<file path="config.mk">
export PLATFORM = sky130hd
export DESIGN_NAME = mac_result_accum_flat
export DESIGN_NICKNAME = d
export VERILOG_FILES = /design/src/rtl/mac_result_accum_pkg.sv /design/src/rtl/mac_result_accum_if.sv /design/src/rtl/mac_result_accum.sv /design/src/flat_wrapper.sv
export SDC_FILE = /design/constraint.sdc
export NUM_CORES = 1
export LEC_CHECK = 0
export ABC_AREA = 1
export CAP_MARGIN = 20
export CORE_UTILIZATION = 45
export CTS_CLUSTER_SIZE = 24
export DETAILED_ROUTE_END_ITERATION = 12
export PLACE_DENSITY = 0.68
export SETUP_SLACK_MARGIN = 0.15
export SYNTH_ARGS = -nofsm -noshare
export SYNTH_HDL_FRONTEND = slang
export SYNTH_SLANG_ARGS = --single-unit
</file>
<file path="constraint.sdc">
create_clock -name clk -period 2.7 [get_ports clk]
set_input_delay 0.54 -clock clk [delete_from_list [all_inputs] [get_ports clk]]
set_output_delay 0.54 -clock clk [all_outputs]
set_load 0.02 [all_outputs]
</file>
<file path="src/rtl/mac_result_accum_pkg.sv">
// Shared constants and types for the MAC result accumulator.
// S is the operand width of the upstream MAC.
package mac_result_accum_pkg;

  localparam int S       = 8;
  localparam int N_TERMS = 4;
  localparam int ACC_W   = 2*S + $clog2(N_TERMS);
  localparam int CNT_W   = $clog2(N_TERMS) + 1;

  typedef enum logic [1:0] {IDLE, ACC, HOLD} accum_state_t;

  function automatic logic [ACC_W-1:0] zext_term(input logic [2*S-1:0] d);
    return {{(ACC_W-2*S){1'b0}}, d};
  endfunction

endpackage

</file>
<file path="src/rtl/mac_result_accum_if.sv">
// Handshake bundle between the MAC result source, the accumulator and its consumer.
interface mac_result_accum_if
  import mac_result_accum_pkg::*;
  ();

  logic             start;
  logic             in_valid;
  logic [2*S-1:0]   in_data;
  logic             in_ready;
  logic             out_valid;
  logic [ACC_W-1:0] out_data;
  logic             out_ready;
  logic             busy;
  logic [CNT_W-1:0] term_cnt;

  modport slave (
    input  start, in_valid, in_data, out_ready,
    output in_ready, out_valid, out_data, busy, term_cnt
  );

  modport master (
    output start, in_valid, in_data, out_ready,
    input  in_ready, out_valid, out_data, busy, term_cnt
  );

endinterface

</file>
<file path="src/rtl/mac_result_accum.sv">
// Sums groups of N_TERMS MAC results and offers each total on a valid/ready port.
// All handshake outputs decode from registered state only.
module mac_result_accum
  import mac_result_accum_pkg::*;
(
  input  logic             clk,
  input  logic             reset,
  mac_result_accum_if.slave bus
);

  accum_state_t     state_q, state_d;
  logic [ACC_W-1:0] acc_q, acc_d;
  logic [ACC_W-1:0] out_data_q, out_data_d;
  logic [CNT_W-1:0] cnt_q, cnt_d;
  logic [ACC_W-1:0] sum;
  logic             accept;

  assign accept = bus.in_valid && (state_q == ACC);
  assign sum    = acc_q + zext_term(bus.in_data);

  always_comb begin
    state_d    = state_q;
    acc_d      = acc_q;
    cnt_d      = cnt_q;
    out_data_d = out_data_q;
    case (state_q)
      IDLE: begin
        if (bus.start) begin
          state_d = ACC;
          acc_d   = '0;
          cnt_d   = '0;
        end
      end
      ACC: begin
        if (accept) begin
          if (cnt_q == CNT_W'(N_TERMS-1)) begin
            // Final word goes straight to the output register.
            out_data_d = sum;
            cnt_d      = CNT_W'(N_TERMS);
            state_d    = HOLD;
          end else begin
            acc_d = sum;
            cnt_d = cnt_q + 1'b1;
          end
        end
      end
      HOLD: begin
        if (bus.out_ready) begin
          cnt_d = '0;
          if (bus.start) begin
            state_d = ACC;
            acc_d   = '0;
          end else begin
            state_d = IDLE;
          end
        end
      end
      default: begin
        state_d = IDLE;
        cnt_d   = '0;
      end
    endcase
  end

  always_ff @(posedge clk or posedge reset) begin
    if (reset) begin
      state_q    <= IDLE;
      acc_q      <= '0;
      cnt_q      <= '0;
      out_data_q <= '0;
    end else begin
      state_q    <= state_d;
      acc_q      <= acc_d;
      cnt_q      <= cnt_d;
      out_data_q <= out_data_d;
    end
  end

  assign bus.in_ready  = (state_q == ACC);
  assign bus.out_valid = (state_q == HOLD);
  assign bus.busy      = (state_q != IDLE);
  assign bus.out_data  = out_data_q;
  assign bus.term_cnt  = cnt_q;

endmodule

</file>
<file path="src/flat_wrapper.sv">
// flat-port wrapper written by rule: the top's interface ports become plain ports
module mac_result_accum_flat import mac_result_accum_pkg::*;
  (clk, reset, bus_start, bus_in_valid, bus_in_data, bus_out_ready, bus_in_ready, bus_out_valid, bus_out_data, bus_busy, bus_term_cnt);
  mac_result_accum_if bus_i ();
  input  logic clk;
  input  logic reset;
  input wire logic [$bits(bus_i.start)-1:0] bus_start;
  input wire logic [$bits(bus_i.in_valid)-1:0] bus_in_valid;
  input wire logic [$bits(bus_i.in_data)-1:0] bus_in_data;
  input wire logic [$bits(bus_i.out_ready)-1:0] bus_out_ready;
  output wire logic [$bits(bus_i.in_ready)-1:0] bus_in_ready;
  output wire logic [$bits(bus_i.out_valid)-1:0] bus_out_valid;
  output wire logic [$bits(bus_i.out_data)-1:0] bus_out_data;
  output wire logic [$bits(bus_i.busy)-1:0] bus_busy;
  output wire logic [$bits(bus_i.term_cnt)-1:0] bus_term_cnt;
  assign bus_i.start = bus_start;
  assign bus_i.in_valid = bus_in_valid;
  assign bus_i.in_data = bus_in_data;
  assign bus_i.out_ready = bus_out_ready;
  assign bus_in_ready = bus_i.in_ready;
  assign bus_out_valid = bus_i.out_valid;
  assign bus_out_data = bus_i.out_data;
  assign bus_busy = bus_i.busy;
  assign bus_term_cnt = bus_i.term_cnt;
  mac_result_accum u_core (.clk(clk), .reset(reset), .bus(bus_i));
endmodule
</file>
# Word level (Yosys, flattened, before mapping)
# Cells that the tools add are included.
[totals]
output_inout_bits = 24
regBits = 41
wordCells = 38
[classes]
n_reduce_logical = 8
eq_ne = 8
n_addsub = 2
mux = 16
[op_table]
columns = ["cell", "count"]
rows = [
  ["18-bit two-way mux", 4],
  ["18-bit case mux with 3 select lines", 1],
  ["18-bit by 16-bit adder with 18-bit output", 1],
  ["3-bit two-way mux", 4],
  ["3-bit case mux with 3 select lines", 1],
  ["2-bit two-way mux", 4],
  ["4-bit AND reduction", 2],
  ["2-bit inequality test (second input constant)", 3],
  ["2-bit case mux with 3 select lines", 1],
  ["3-bit AND reduction", 2],
  ["2-bit by 1-bit inequality test with 1-bit output (second input constant)", 2],
  ["3-bit by 1-bit adder with 3-bit output (second input constant)", 1],
  ["3-bit by 2-bit equality test with 1-bit output (second input constant)", 1],
  ["3-bit nonzero test", 1],
  ["2-bit by 1-bit equality test with 1-bit output (second input constant)", 1],
  ["2-bit equality test (second input constant)", 1],
  ["2-bit logical NOT", 1],
  ["2-bit nonzero test", 1],
  ["1-bit logical AND", 1],
  ["1-bit two-way mux", 1],
]

# Longest topological paths before layout
# Gate-level depths: netlist of run 1.
[logic_depth]
ltp_word = 4
depth_mapped = 12
depth_no_buf = 12

# Least setup slack after synthesis of run 1
# No wires, ideal clock.
[synth_timing]
path_type = "input port to flip-flop"
from = "in bus_in_data[0]"
to = "reg u_core.acc_q[16]"
setup_ns = 0.118
n_path_buf = 0
setup_slack_ns = 0.770
required_ns = 2.582
t_arrival_ns = 1.812
stages = 11
cell_sequence = "ha_1 > inv_1 > fa_1 > o21ai_2 > nand2_1 > nand2_1 > nand2_1 > nand2_1 > nand2_1 > nand3_1 > nand2_1"
[synth_via]
elab_chain_len = 4
[synth_rtl]
columns = ["element", "line", "source"]
rows = [
  ["start, declared", "flat_wrapper.sv:9", "input wire logic [$bits(bus_i.in_data)-1:0] bus_in_data;"],
  ["18-bit by 16-bit adder with 18-bit output", "mac_result_accum.sv:19", "assign sum = acc_q + zext_term(bus.in_data);"],
  ["18-bit two-way mux", "mac_result_accum.sv:36", "if (cnt_q == CNT_W'(N_TERMS-1)) begin"],
  ["18-bit two-way mux", "mac_result_accum.sv:35", "if (accept) begin"],
  ["18-bit case mux with 3 select lines", "mac_result_accum.sv:26", "case (state_q)"],
  ["end signal, assigned", "mac_result_accum.sv:68", "acc_q <= '0;"],
  ["end signal, assigned", "mac_result_accum.sv:73", "acc_q <= acc_d;"],
  ["end, declared", "mac_result_accum.sv:12", "logic [ACC_W-1:0] acc_q, acc_d;"],
]
# No other way between the ends. The select of a mux whose other input is x is not followed.
# A chain may end at the register's enable or synchronous reset.

# Final worst setup path of run 1
[layout_timing]
from = "in bus_in_data[0]"
to = "reg u_core.out_data_q[12], in the netlist u_core.bus.out_data[12]"
[layout_via]
elab_chain_len = 1
[layout_rtl]
columns = ["element", "line", "source"]
rows = [
  ["18-bit by 16-bit adder with 18-bit output", "mac_result_accum.sv:19", ""],
  ["end signal, assigned", "mac_result_accum.sv:75", "out_data_q <= out_data_d;"],
  ["end, declared", "mac_result_accum.sv:13", "logic [ACC_W-1:0] out_data_q, out_data_d;"],
]
# No other way between the ends.

==> impl_results.md, run 1 <==
- Outcome: finished, final reports clean
- RSZ-0062 raised after global routing: no
- Clock skew: about 0.0036 ns
- Diode count: 0
- # fillers: roughly 510
- Clk buf depth: 2
- CTS tree: built
- First-pass GRT wire length: around 10 mm
- H-tree depth: 2
- Startpoint type of the worst setup path: primary input
- Post-route cell area: around 3200 um^2
- Final period util: 86.4%
- Routed vias: 2300
- Most frequent cells after synthesis: nand2_1, dfrtp_1, inv_1
- Critical Path RT: 2.89 ns
- Post-synth EDFFs: 0
- Crit path DAT: 2.52 ns
- Critical-path maximum fanout: 4
- Total wire length: roughly 6 mm
- Static leakage: 1.67 nW
- Mapped Area: between 2000 and 3000 um^2
- Starting Density: 46.6%
- Grt ovf: 0
- Port-buffer cells: 44
- DRT antenna net count: 0
- Min cycle time layout: around 2.3 ns
- # IOs: 45
- Post-Syn Area per Cell: between 7 and 8 um^2
- Synth warn: 0
- Core box area: ~5500 um^2
- Distinct cell type count after synthesis: 29
- Residual DRC count: 0
- Max VDD drop: 522 uV
- Post-Syn Nets: between 300 and 400
- Clk Tree Root Cell: clkbuf_8
- HPWL Detailed: ~4.4 mm
- Hold_buf cts: 0
- Mapped Cells: 343
- Setup crit end kind: flip-flop
- Multi-input gate area in the final layout: about 1300 um^2
- Slew HR: around 65%
- Setup Viol. Count Final: 0
- Peak Freq: ~430 MHz
- Fin. Hold Viols: 0
- Synth-to-layout area growth: 24.3%
- Register area: 1030 um^2
- Inserted Clock Buffers: 5
- Top-count cell post-synth: nand2_1
- Die W: 77.5 um
- GRT Total Usage: a little over a fifth
- Hold Path Class: flip-flop to flip-flop
- Worst skew pair latency: approximately 0.30 ns
- Final max-slew violation count: 0
- Vias per cell: 4.96
- Measured slew at the worst slew-check pin: 0.527 ns
- Seq/Total Area, Yosys: 40.0%
- Fin Setup TNS: 0 ns
- Fraction of registers with async set/reset: 100%
- Clock Pin Slew Worst Setup and Hold Paths: ~0.080 ns
- Vias in the first global route: around 2.2k
- Fraction of layout instances using a drive strength above 1: 5.87%
- Placed inst area: ~3000 um^2
- Std cell rows: 27
- # Post-CTS Setup Buffers: 0
- Total power: between 0.003 and 0.004 W
- Drt pass-1 iters: 6
- Synth top area cells: dfrtp_1, nand2_1, ha_1, inv_1, nand3_1
- Initial antenna violation count: 0
- Crit path kind: primary input to flip-flop
- Synth area leader: dfrtp_1
- Largest net degree at the start of global routing: between 40 and 50
- DIE AREA: 6000 um^2
- Flop2flop setup slack: around 0.7 ns
- Clk sinks: approximately 40
- 1st-iter DRT viols: 91
- Post-synthesis register bit count: 41
- PwrDens: around 1200 nW/um^2
- Post-CTS resize count: 0
- Chip height: between 70 and 80 um
- Post-synth top area share: approximately two fifths
- Final nets: 431
- Max_cap viols: 0
- WL/cell: roughly 13 um
- Main synth FF type: dfrtp_1
- GPL Wtd Cong: 0.850
## metrics by stage
step | util [%] | cells | hold slack [ns] | setup WS (ns)
2_1_floorplan | - | 343 | 0.453 | 0.770
3_3_place_gp | 55.7 | 456 | 0.462 | 0.136
3_5_place_dp | 55.7 | 456 | 0.466 | 0.0751
4_1_cts | 57.9 | 464 | 0.486 | 0.379
5_1_grt | 57.9 | 464 | 0.511 | 0.251
6_report | 57.9 | 464 | 0.480 | 0.368
## final cells by class
cell class / instances / share of cell area (%)
multi-input cells: 257 / 42.1
flip-flops and latches: 41 / 32.2
repair buffers: 46 / 14.3
inverters: 40 / 4.87
well taps: 72 / 2.83
clock buffers: 7 / 2.71
clock inverters: 1 / 0.943
## routing by layer
metal	track usage (%)	wire, um
met1	30.8	3010
met2	33.7	2600
met3	4.24	257
met4	6.79	70
met5	0	0
## critical path: stages
cell,delay (ns)
clkdlybuf4s50_1,0.47
ha_1,0.21
inv_1,0.08
fa_1,0.43
o21ai_2,0.22
nand2_1,0.08
nand2_1,0.14
nand2_1,0.09
nand2_1,0.07
nand2_1,0.06
nand3_1,0.07
nand2_1,0.06
## cells by family after synthesis
kind of cell | count (synthesis) | share of synthesized area [%]
flip-flops | 41 | 40.0
adder cells (fa/ha/maj) | 19 | 9.57
XOR/XNOR | 7 | 2.39
buffers and inverters | 45 | 7.61
AO/OA/AOI/OAI | 39 | 8.44
AND/OR/NAND/NOR | 192 | 32.0
## worst paths after layout
path	endpoint	cells after the start	startpoint
max reg2reg	u_core.bus.out_data[12]	11	u_core.acc_q[0]
min reg2reg	u_core.bus.out_data[11]	2	u_core.bus.out_data[11]
max	u_core.bus.out_data[12]	12	bus_in_data[0]
max in group asynchronous	u_core.acc_q[6]	3	reset
min in group asynchronous	u_core.acc_q[11]	3	reset
min	u_core.bus.out_data[11]	2	u_core.bus.out_data[11]
## registers in the layout (all words and copies together) (netlist names)
name,flops
u_core.acc_q,18
u_core.bus.out_data,18
u_core.bus.term_cnt,3
u_core.state_q,2
## where the power goes
group | internal, W | switching [W]
clock network | 0.000302 | 0.000215
logic | 0.000933 | 0.00143
registers | 0.000905 | 0.000172
## placed cells by master (no fill, tap or decap), drive strengths merged, types with 2 or more instances in the layout
cell type	n
nand2	137
clkdlybuf4s50	44
dfrtp	41
inv	40
nand3	25
ha	18
o21ai	18
nor2	18
a21oi	15
nand3b	7
clkbuf	7
xnor2	5
a22o	3
nor3	3
xor2	2
buf	2
(Power assumes the default switching activity.)
==> run 2: changes to the inputs <==
--- a/config.mk
+++ b/config.mk
@@ -11,6 +11,7 @@
 export CTS_CLUSTER_SIZE = 24
 export DETAILED_ROUTE_END_ITERATION = 12
 export PLACE_DENSITY = 0.68
+export RECOVER_POWER = 25
 export SETUP_SLACK_MARGIN = 0.15
 export SYNTH_ARGS = -nofsm -noshare
 export SYNTH_HDL_FRONTEND = slang
==> run 2 against run 1 <==
  * Register-to-register slack barely moved
  * Count of clock-buffer cells in the layout unchanged
  * Power about the same
  * Highest routed layer unchanged
==> impl_results.md, run 2 (synthesis results as in run 1) <==
- Grt ovf: 0
- Slew HR: about a third
- Largest net degree at the start of global routing: 42
- GRT Total Usage: ~22%
- Critical-path maximum fanout: 4
- Max_cap viols: 0
- RSZ-0062 raised after global routing: no
- Setup crit end kind: flip-flop
- Total wire length: 5.93 mm
- Min cycle time layout: around 2.3 ns
- Worst hold slack: around 0.48 ns
- # Post-CTS Setup Buffers: 0
- Most frequent cells in the layout: nand2_1, clkdlybuf4s50_1, dfrtp_1
- Critical Path RT: 2.89 ns
- Crit path largest cell delay: approximately 0.47 ns
- Drt pass-1 iters: 7
- Fin. Hold Viols: 0
- CP bufs+invs: 2
- Routed vias: about 2.3k
- # IOs: 45
- Most common cell on crit path: nand2_1
- Std cell rows: 27
- Fraction of layout instances using a drive strength above 1: 5.87%
- Diode count: 0
- Starting Density: 46.6%
- DIE AREA: 6000 um^2
- Clk Tree Root Cell: clkbuf_8
- HPWL Detailed: between 4 and 5 mm
- Static leakage: between 1.5 and 2 nW
- CTS tree: built
- Setup Viol. Count Final: 0
- Worst skew pair latency: roughly 0.30 ns
- Fin util: 57.8%
- Leading cell type in the layout, fill and taps excluded: nand2_1
- Startpoint type of the worst setup path: primary input
- Crit path DAT: 2.52 ns
- Final nets: 431
- DRT antenna net count: 0
- Core box area: approximately 5500 um^2
- Crit path cell chain: clkdlybuf4s50_1 -> ha_1 -> inv_1 -> fa_1 -> o21ai_2 -> nand2_1 -> nand2_1 -> nand2_1 -> nand2_1 -> nand2_1 -> nand3_1 -> nand2_1
- GPL Wtd Cong: 0.850
- Crit path kind: primary input to flip-flop
- Inserted Clock Buffers: 5
- Initial antenna violation count: 0
- H-tree depth: 2
- Post-CTS resize count: 0
- Crit path max-delay family: adder cells
- Fin Setup TNS: 0 ns
- Clk buf depth: 2
- PwrDens: between 1000 and 1500 nW/um^2
- Outcome: finished, final reports clean
- 1st-iter DRT viols: 91
- Max VDD drop: roughly 520 uV
- Vias in the first global route: 2198
- Worst path slowest cell: clkdlybuf4s50_1
- Synth-to-layout area growth: 24.2%
- Clock skew: 0.00324 ns
- Measured slew at the worst slew-check pin: between 1 and 1.5 ns
- Port-buffer cells: 44
- WL/cell: between 10 and 15 um
- Hold_buf cts: 0
- Die W: approximately 77 um
- Hold Path Class: flip-flop to flip-flop
- Residual DRC count: 0
- Final max-slew violation count: 0
- Clock Pin Slew Worst Setup and Hold Paths: around 0.08 ns
- Peak Freq: about 430 MHz
- # fillers: around 510
- Chip height: between 70 and 80 um
- Vias per cell: 4.95
- Final period util: between 80% and 90%
- First-pass GRT wire length: 10.2 mm
- Clk sinks: between 40 and 50
-- run 2: cell type report --
type                            count  area [um^2]  share of cell area, %
Clock buffer                        7         86.3                   2.71
Clock inverter                      1         30.0                  0.943
Inverter                           40          155                   4.87
Multi-Input combinational cell    257         1340                   42.2
Sequential cell                    41         1030                   32.2
Tap cell                           72         90.1                   2.83
Timing Repair Buffer               46          453                   14.2
-- run 2: report_power, final --
group          switching (W)  leakage [nW]  total [W]  internal (W)
registers           0.000172         0.511    0.00108      0.000905
clock network       0.000215        0.0585   0.000517      0.000302
logic                0.00143          1.10    0.00237      0.000933
-- run 2: metrics by stage --
stage / total power, W / area, um^2 / instances / setup slack, ns
after floorplan: 0.00277 / 2560 / 343 / 0.770
after global placement: 0.00340 / 3070 / 456 / 0.136
after detailed placement: 0.00345 / 3070 / 456 / 0.0751
after CTS: 0.00399 / 3190 / 464 / 0.379
after global routing: 0.00434 / 3180 / 464 / 0.251
final: 0.00396 / 3180 / 464 / 0.367
-- run 2: worst paths after layout --
path                            depth (start not counted)  slack, ns               startpoint                       to
worst max-delay path                                   12       0.37           bus_in_data[0]  u_core.bus.out_data[12]
worst min-delay path                                    2       0.48  u_core.bus.out_data[11]  u_core.bus.out_data[11]
worst max register to register                         11       0.72          u_core.acc_q[0]  u_core.bus.out_data[12]
worst min register to register                          2       0.48  u_core.bus.out_data[11]  u_core.bus.out_data[11]
max in group asynchronous                               3       1.06                    reset          u_core.acc_q[6]
min in group asynchronous                               3       1.00                    reset         u_core.acc_q[11]
-- run 2: per-layer routing --
layer  vias to the layer above  part of all wire [%]  GRT usage [%]  wire length [um]
met3                         6                   4.7           4.24               277
met5                         -                     0              0                 0
li1                       1193                     -              -                 -
met4                         0                   1.2           6.79                70
met1                      1049                    50           30.8              2990
met2                        50                    44           33.7              2600
-- run 2: worst register-to-register path: stages, from the launching register on --
cell and delay, ns:
dfrtp_1 0.36, ha_1 0.22, inv_1 0.08, fa_1 0.43, o21ai_2 0.22, nand2_1 0.08, nand2_1 0.14, nand2_1 0.09
nand2_1 0.07, nand2_1 0.06, nand3_1 0.07, nand2_1 0.06
==> run 3: changes to the inputs <==
--- a/config.mk
+++ b/config.mk
@@ -16,3 +16,4 @@
 export SYNTH_ARGS = -nofsm -noshare
 export SYNTH_HDL_FRONTEND = slang
 export SYNTH_SLANG_ARGS = --single-unit
+export TNS_END_PERCENT = 30
==> results of run 3 <==
Final layout, timing and power as in run 2 (identical DEF).
==> edit 1: new RTL, flow settings as in run 2 <==
`out_data_q` no longer has a reset.
--- a/src/rtl/mac_result_accum.sv
+++ b/src/rtl/mac_result_accum.sv
@@ -67,13 +67,15 @@
       state_q    <= IDLE;
       acc_q      <= '0;
       cnt_q      <= '0;
-      out_data_q <= '0;
     end else begin
       state_q    <= state_d;
       acc_q      <= acc_d;
       cnt_q      <= cnt_d;
-      out_data_q <= out_data_d;
     end
+  end
+
+  always_ff @(posedge clk) begin
+    out_data_q <= out_data_d;
   end
 
   assign bus.in_ready  = (state_q == ACC);
Function: changed (a bounded check fails within 10 cycles, from zero or initial values and one cycle with reset high; the reset may be asserted at any time).
==> edit 1 against run 2 <==
  * Final area up 0.31%
  * Total power down 17%
  * Sequential power down 6%
  * Synthesized area about the same
  * Combinational power down 22%
  * Die area about the same
  * Largest cell class unchanged
  * Routed wire length down 9.7%
  * Clock power down 19%
  * Worst setup slack worse by 0.084 ns
  * Sequential share of layout area up 2.7 points
  * Sequential cell count unchanged
  * Global-route usage down 2.9 points
==> edit 1: results (changes against run 2) <==
Outcome
  • Status: completed (unchanged)

Timing
  • Worst slew margin: 11.8% (was 31.9%)
  • Clock skew: 0.00429 ns (was 0.00324 ns)

Placed design
  • Worst slack, placed: -0.00951 ns (was 0.0751 ns)
  • Final GP Congestion: 0.879 (was 0.850)
  • Hpwl dp: 4.09 mm (was 4.39 mm)

Clocking
  • Clock root buffer: clkbuf_8 (unchanged)
  • H-tree level count: 2 (unchanged)
  • CTS buffer count: 5 (unchanged)

Pwr
  • LEAKAGE: 1.55 nW (was 1.67 nW)
  • Max IR drop VDD: 0.691 mV (was 0.522 mV)

Yosys
  • Fraction of registers with async set/reset: 56.1% (was 100%)
  • Seq/Total Area, Yosys: 43.6% (was 40.0%)
  • Synth top area cells: dfrtp_1, edfxtp_1, nand2_1 (was dfrtp_1, nand2_1, ha_1)
  • Post-synth EDFFs: 18 (was 0)
  • Ranking of synthesized cells by instance count: nand2_1, inv_1, dfrtp_1 (was nand2_1, dfrtp_1, inv_1)
  • Mapped Nets: 347 (was 383)
  • Library cells used by synthesis: 31 (was 29)
  • YS warnings: 0 (unchanged)

Setup path
  • Crit path max-delay cell type: fa_1 (was clkdlybuf4s50_1)
  • Critical Path Max Stage Delay: 0.42 ns (was 0.47 ns)
  • Maximum fanout along the worst path: 4 (unchanged)
  • CP delay by family, top: simple AND/OR/NAND/NOR gates (was adder cells)

Drt
  • Initial DRC Count: 129 (was 91)
  • WL/cell: 12.3 um (was 12.8 um)
  • DR vias/cell: 4.98 (was 4.95)
  • Pre-antenna DRT Iters: 4 (was 7)

Global routing
  • Global-route wire length before repair: 9.03 mm (was 10.2 mm)
  • Number of global-route vias before repair: 2047 (was 2198)
  • GRT Total Usage: 18.9% (was 21.9%)
  • Largest net degree at the start of global routing: 24 (was 42)
  • Initial antenna violation count: 0 (unchanged)

Final layout
  • Layout cells sized above 1: 8.01% (was 5.87%)
  • Layout fillers: 515 (was 509)
  • Nets: 401 (was 431)

Worst hold path
  • Hold crit path type: flop to flop (unchanged)
[edit 1: changes by cell type in the layout (fill, tap and decap cells not counted), moves of 3 or more]
| cell | run 2 | this run |
|---|---|---|
| and2_1 | 1 | 10 |
| buf_4 | 1 | 4 |
| dfrtp_1 | 41 | 23 |
| edfxtp_1 | 0 | 18 |
| inv_1 | 34 | 37 |
| nand2_1 | 134 | 99 |
| nand3_1 | 25 | 14 |
| nand3_2 | 0 | 7 |
| nand3b_1 | 7 | 4 |
| nor2_1 | 14 | 18 |
| o21ai_0 | 17 | 11 |
| o21ai_1 | 0 | 3 |
[edit 1: final timing paths]
| check | from | depth (start not counted) | to | slack (ns) |
|---|---|---|---|---|
| max | bus_in_data[0] | 10 | u_core.bus.out_data[14]$_DFFE_PP_ | 0.28 |
| min | u_core.acc_q[14]$_DFFE_PP0P_ | 2 | u_core.acc_q[14]$_DFFE_PP0P_ | 0.49 |
| max reg2reg | u_core.acc_q[0]$_DFFE_PP0P_ | 9 | u_core.bus.out_data[14]$_DFFE_PP_ | 0.59 |
| min reg2reg | u_core.acc_q[14]$_DFFE_PP0P_ | 2 | u_core.acc_q[14]$_DFFE_PP0P_ | 0.49 |
| max in group asynchronous | reset | 3 | u_core.acc_q[9]$_DFFE_PP0P_ | 0.80 |
| min in group asynchronous | reset | 3 | u_core.bus.term_cnt[1]$_DFFE_PP0P_ | 1.12 |
[edit 1: cells by family after synthesis]
| kind of cell | Yosys count | synth area share [%] |
|---|---|---|
| simple gates | 160 | 29.2 |
| buf+inv | 43 | 7.18 |
| flops | 41 | 43.6 |
| compound gates | 37 | 8.11 |
| fa+ha+maj | 19 | 9.57 |
| xor+xnor | 7 | 2.39 |
[edit 1: cell type report]
type	count	share of cell area, %
Multi-Input combinational cell	223	39.5
Clock inverter	1	0.235
Sequential cell	41	35.0
Timing Repair Buffer	49	14.9
Inverter	41	4.90
Tap cell	72	2.82
Clock buffer	7	2.70
[edit 1: layer usage]
layer / part of all wire (%) / up-vias / GRT usage, %
met3: 3.7 / 4 / 3.41
met5: 0 / - / 0
met1: 47 / 1010 / 24.6
met4: 0.90 / 0 / 5.85
met2: 48 / 48 / 31.9
li1: - / 1099 / -
[edit 1: power by group]
group	total, W	internal, W	switching, W
clock	0.000418	0.000208	0.000210
combinational	0.00186	0.000728	0.00113
sequential	0.00101	0.000906	0.000108
[edit 1: stage by stage]
step / utilization, % / hold WS [ns] / cell area [um^2] / instances / TNS [ns]
global route: 58.0 / 0.521 / 3190 / 434 / 0
detailed placement: 56.4 / 0.475 / 3100 / 426 / -0.00951
CTS: 58.1 / 0.496 / 3200 / 434 / 0
finish: 58.0 / 0.493 / 3190 / 434 / 0
global placement: 56.4 / 0.468 / 3100 / 426 / 0
floorplan: - / 0.453 / 2560 / 307 / 0
==> edit 2: new RTL, flow settings as in run 2 <==
Made on the original files. Change the package constant `S` from 8 to 10.
--- a/src/rtl/mac_result_accum_pkg.sv
+++ b/src/rtl/mac_result_accum_pkg.sv
@@ -2,7 +2,7 @@
 // S is the operand width of the upstream MAC.
 package mac_result_accum_pkg;
 
-  localparam int S       = 8;
+  localparam int S       = 10;
   localparam int N_TERMS = 4;
   localparam int ACC_W   = 2*S + $clog2(N_TERMS);
   localparam int CNT_W   = $clog2(N_TERMS) + 1;
Ports: changed (resized bus_in_data and bus_out_data); port bits go from 45 to 53. The function was not compared with the original's and may differ.
==> edit 2 against run 2 <==
  * Largest power group unchanged
  * Final area grew 27%
  * Via count up 36%
  * Synthesized area rose by 30%
  * Worst setup slack better by 0.016 ns
  * Routed wire length is 32% higher
  * Sequential share of layout area is 1.8 points lower
  * Count of clock-buffer cells in the layout fell by 1
  * Sequential cell count rose by 8
  * Total power is 17% higher
  * Register-to-register slack hardly changed
  * Cell count is 39% higher
  * Highest routed layer unchanged
==> edit 2: results (changes against run 2) <==
Drt
  • Initial DRC Count: 170 (was 91)
  • DRT Wirelength: 7.84 mm (was 5.93 mm)
  • DR WL met2: 3.47 mm (was 2.60 mm)
  • Pre-antenna DRT Iters: 5 (was 7)
  • Routed vias: 3132 (was 2298)

Yosys
  • Ranking of synthesized cells by instance count: nand2_1, inv_1, dfrtp_1 (was nand2_1, dfrtp_1, inv_1)
  • Synth top area cells: dfrtp_1, nand2_1, ha_1 (unchanged)
  • Synth Area in Compound Gates: 5.22% (was 8.44%)
  • XOR/XNOR Fraction of Synth Area: 1.84% (was 2.39%)

Outcome
  • Status: completed (unchanged)

Final layout
  • Layout fillers: 720 (was 509)
  • Nets: 595 (was 431)
  • Layout clock area frac: 2.05% (was 3.66%)
  • Non-CTS buffers: 56 (was 46)
  • Signal buf overhead: 13.6% (was 14.2%)
  • Clk_buf instances: 6 (was 7)
  • Layout cells sized above 1: 3.65% (was 5.87%)

Global routing
  • GRT Total Usage: 22.8% (was 21.9%)
  • Met2 Use GR: 37.5% (was 33.7%)
  • Number of global-route vias before repair: 3012 (was 2198)
  • Met3 Resource Use GR: 4.15% (was 4.24%)
  • Global-route wire length before repair: 13.7 mm (was 10.2 mm)

Placed design
  • Final GP Congestion: 0.936 (was 0.850)
  • Hpwl dp: 6.17 mm (was 4.39 mm)
  • Dpl cells: 639 (was 456)
  • Worst slack, placed: 0.0256 ns (was 0.0751 ns)

Pwr
  • PD cells: 1150 nW/um^2 (was 1240 nW/um^2)
  • LEAKAGE: 2.19 nW (was 1.67 nW)
  • Max IR drop VDD: 0.550 mV (was 0.522 mV)

Setup path
  • R2r endpoint: u_core.bus.out_data[16]$_DFFE_PP0P_ (was u_core.bus.out_data[12]$_DFFE_PP0P_)

Timing
  • WHS: 0.484 ns (was 0.480 ns)

Worst hold path
  • Min-delay src: u_core.bus.out_data[13]$_DFFE_PP0P_ (was u_core.bus.out_data[11]$_DFFE_PP0P_)
==> edit 2: changes by cell type after synthesis, moves of 4 or more <==
cell and change:
o21ai_0 -4, inv_1 +34, dfrtp_1 +8, nand2_1 +74, a21oi_1 -4, nand3_1 +21, ha_1 +4, nor2_1 +13
==> edit 2: worst max path at each step <==
stage,start,endpoint,slack [ns],cells after the start
finish,bus_in_data[0],u_core.bus.out_data[16]$_DFFE_PP0P_,0.38,14
detailed placement,bus_in_data[0],u_core.bus.out_data[16]$_DFFE_PP0P_,0.03,14
floorplan,bus_in_data[0],u_core.bus.out_data[16]$_DFFE_PP0P_,0.72,13
global placement,bus_in_data[0],u_core.bus.out_data[16]$_DFFE_PP0P_,0.06,14
CTS,bus_in_data[0],u_core.bus.out_data[16]$_DFFE_PP0P_,0.36,14
global route,bus_in_data[0],u_core.bus.out_data[20]$_DFFE_PP0P_,0.18,13
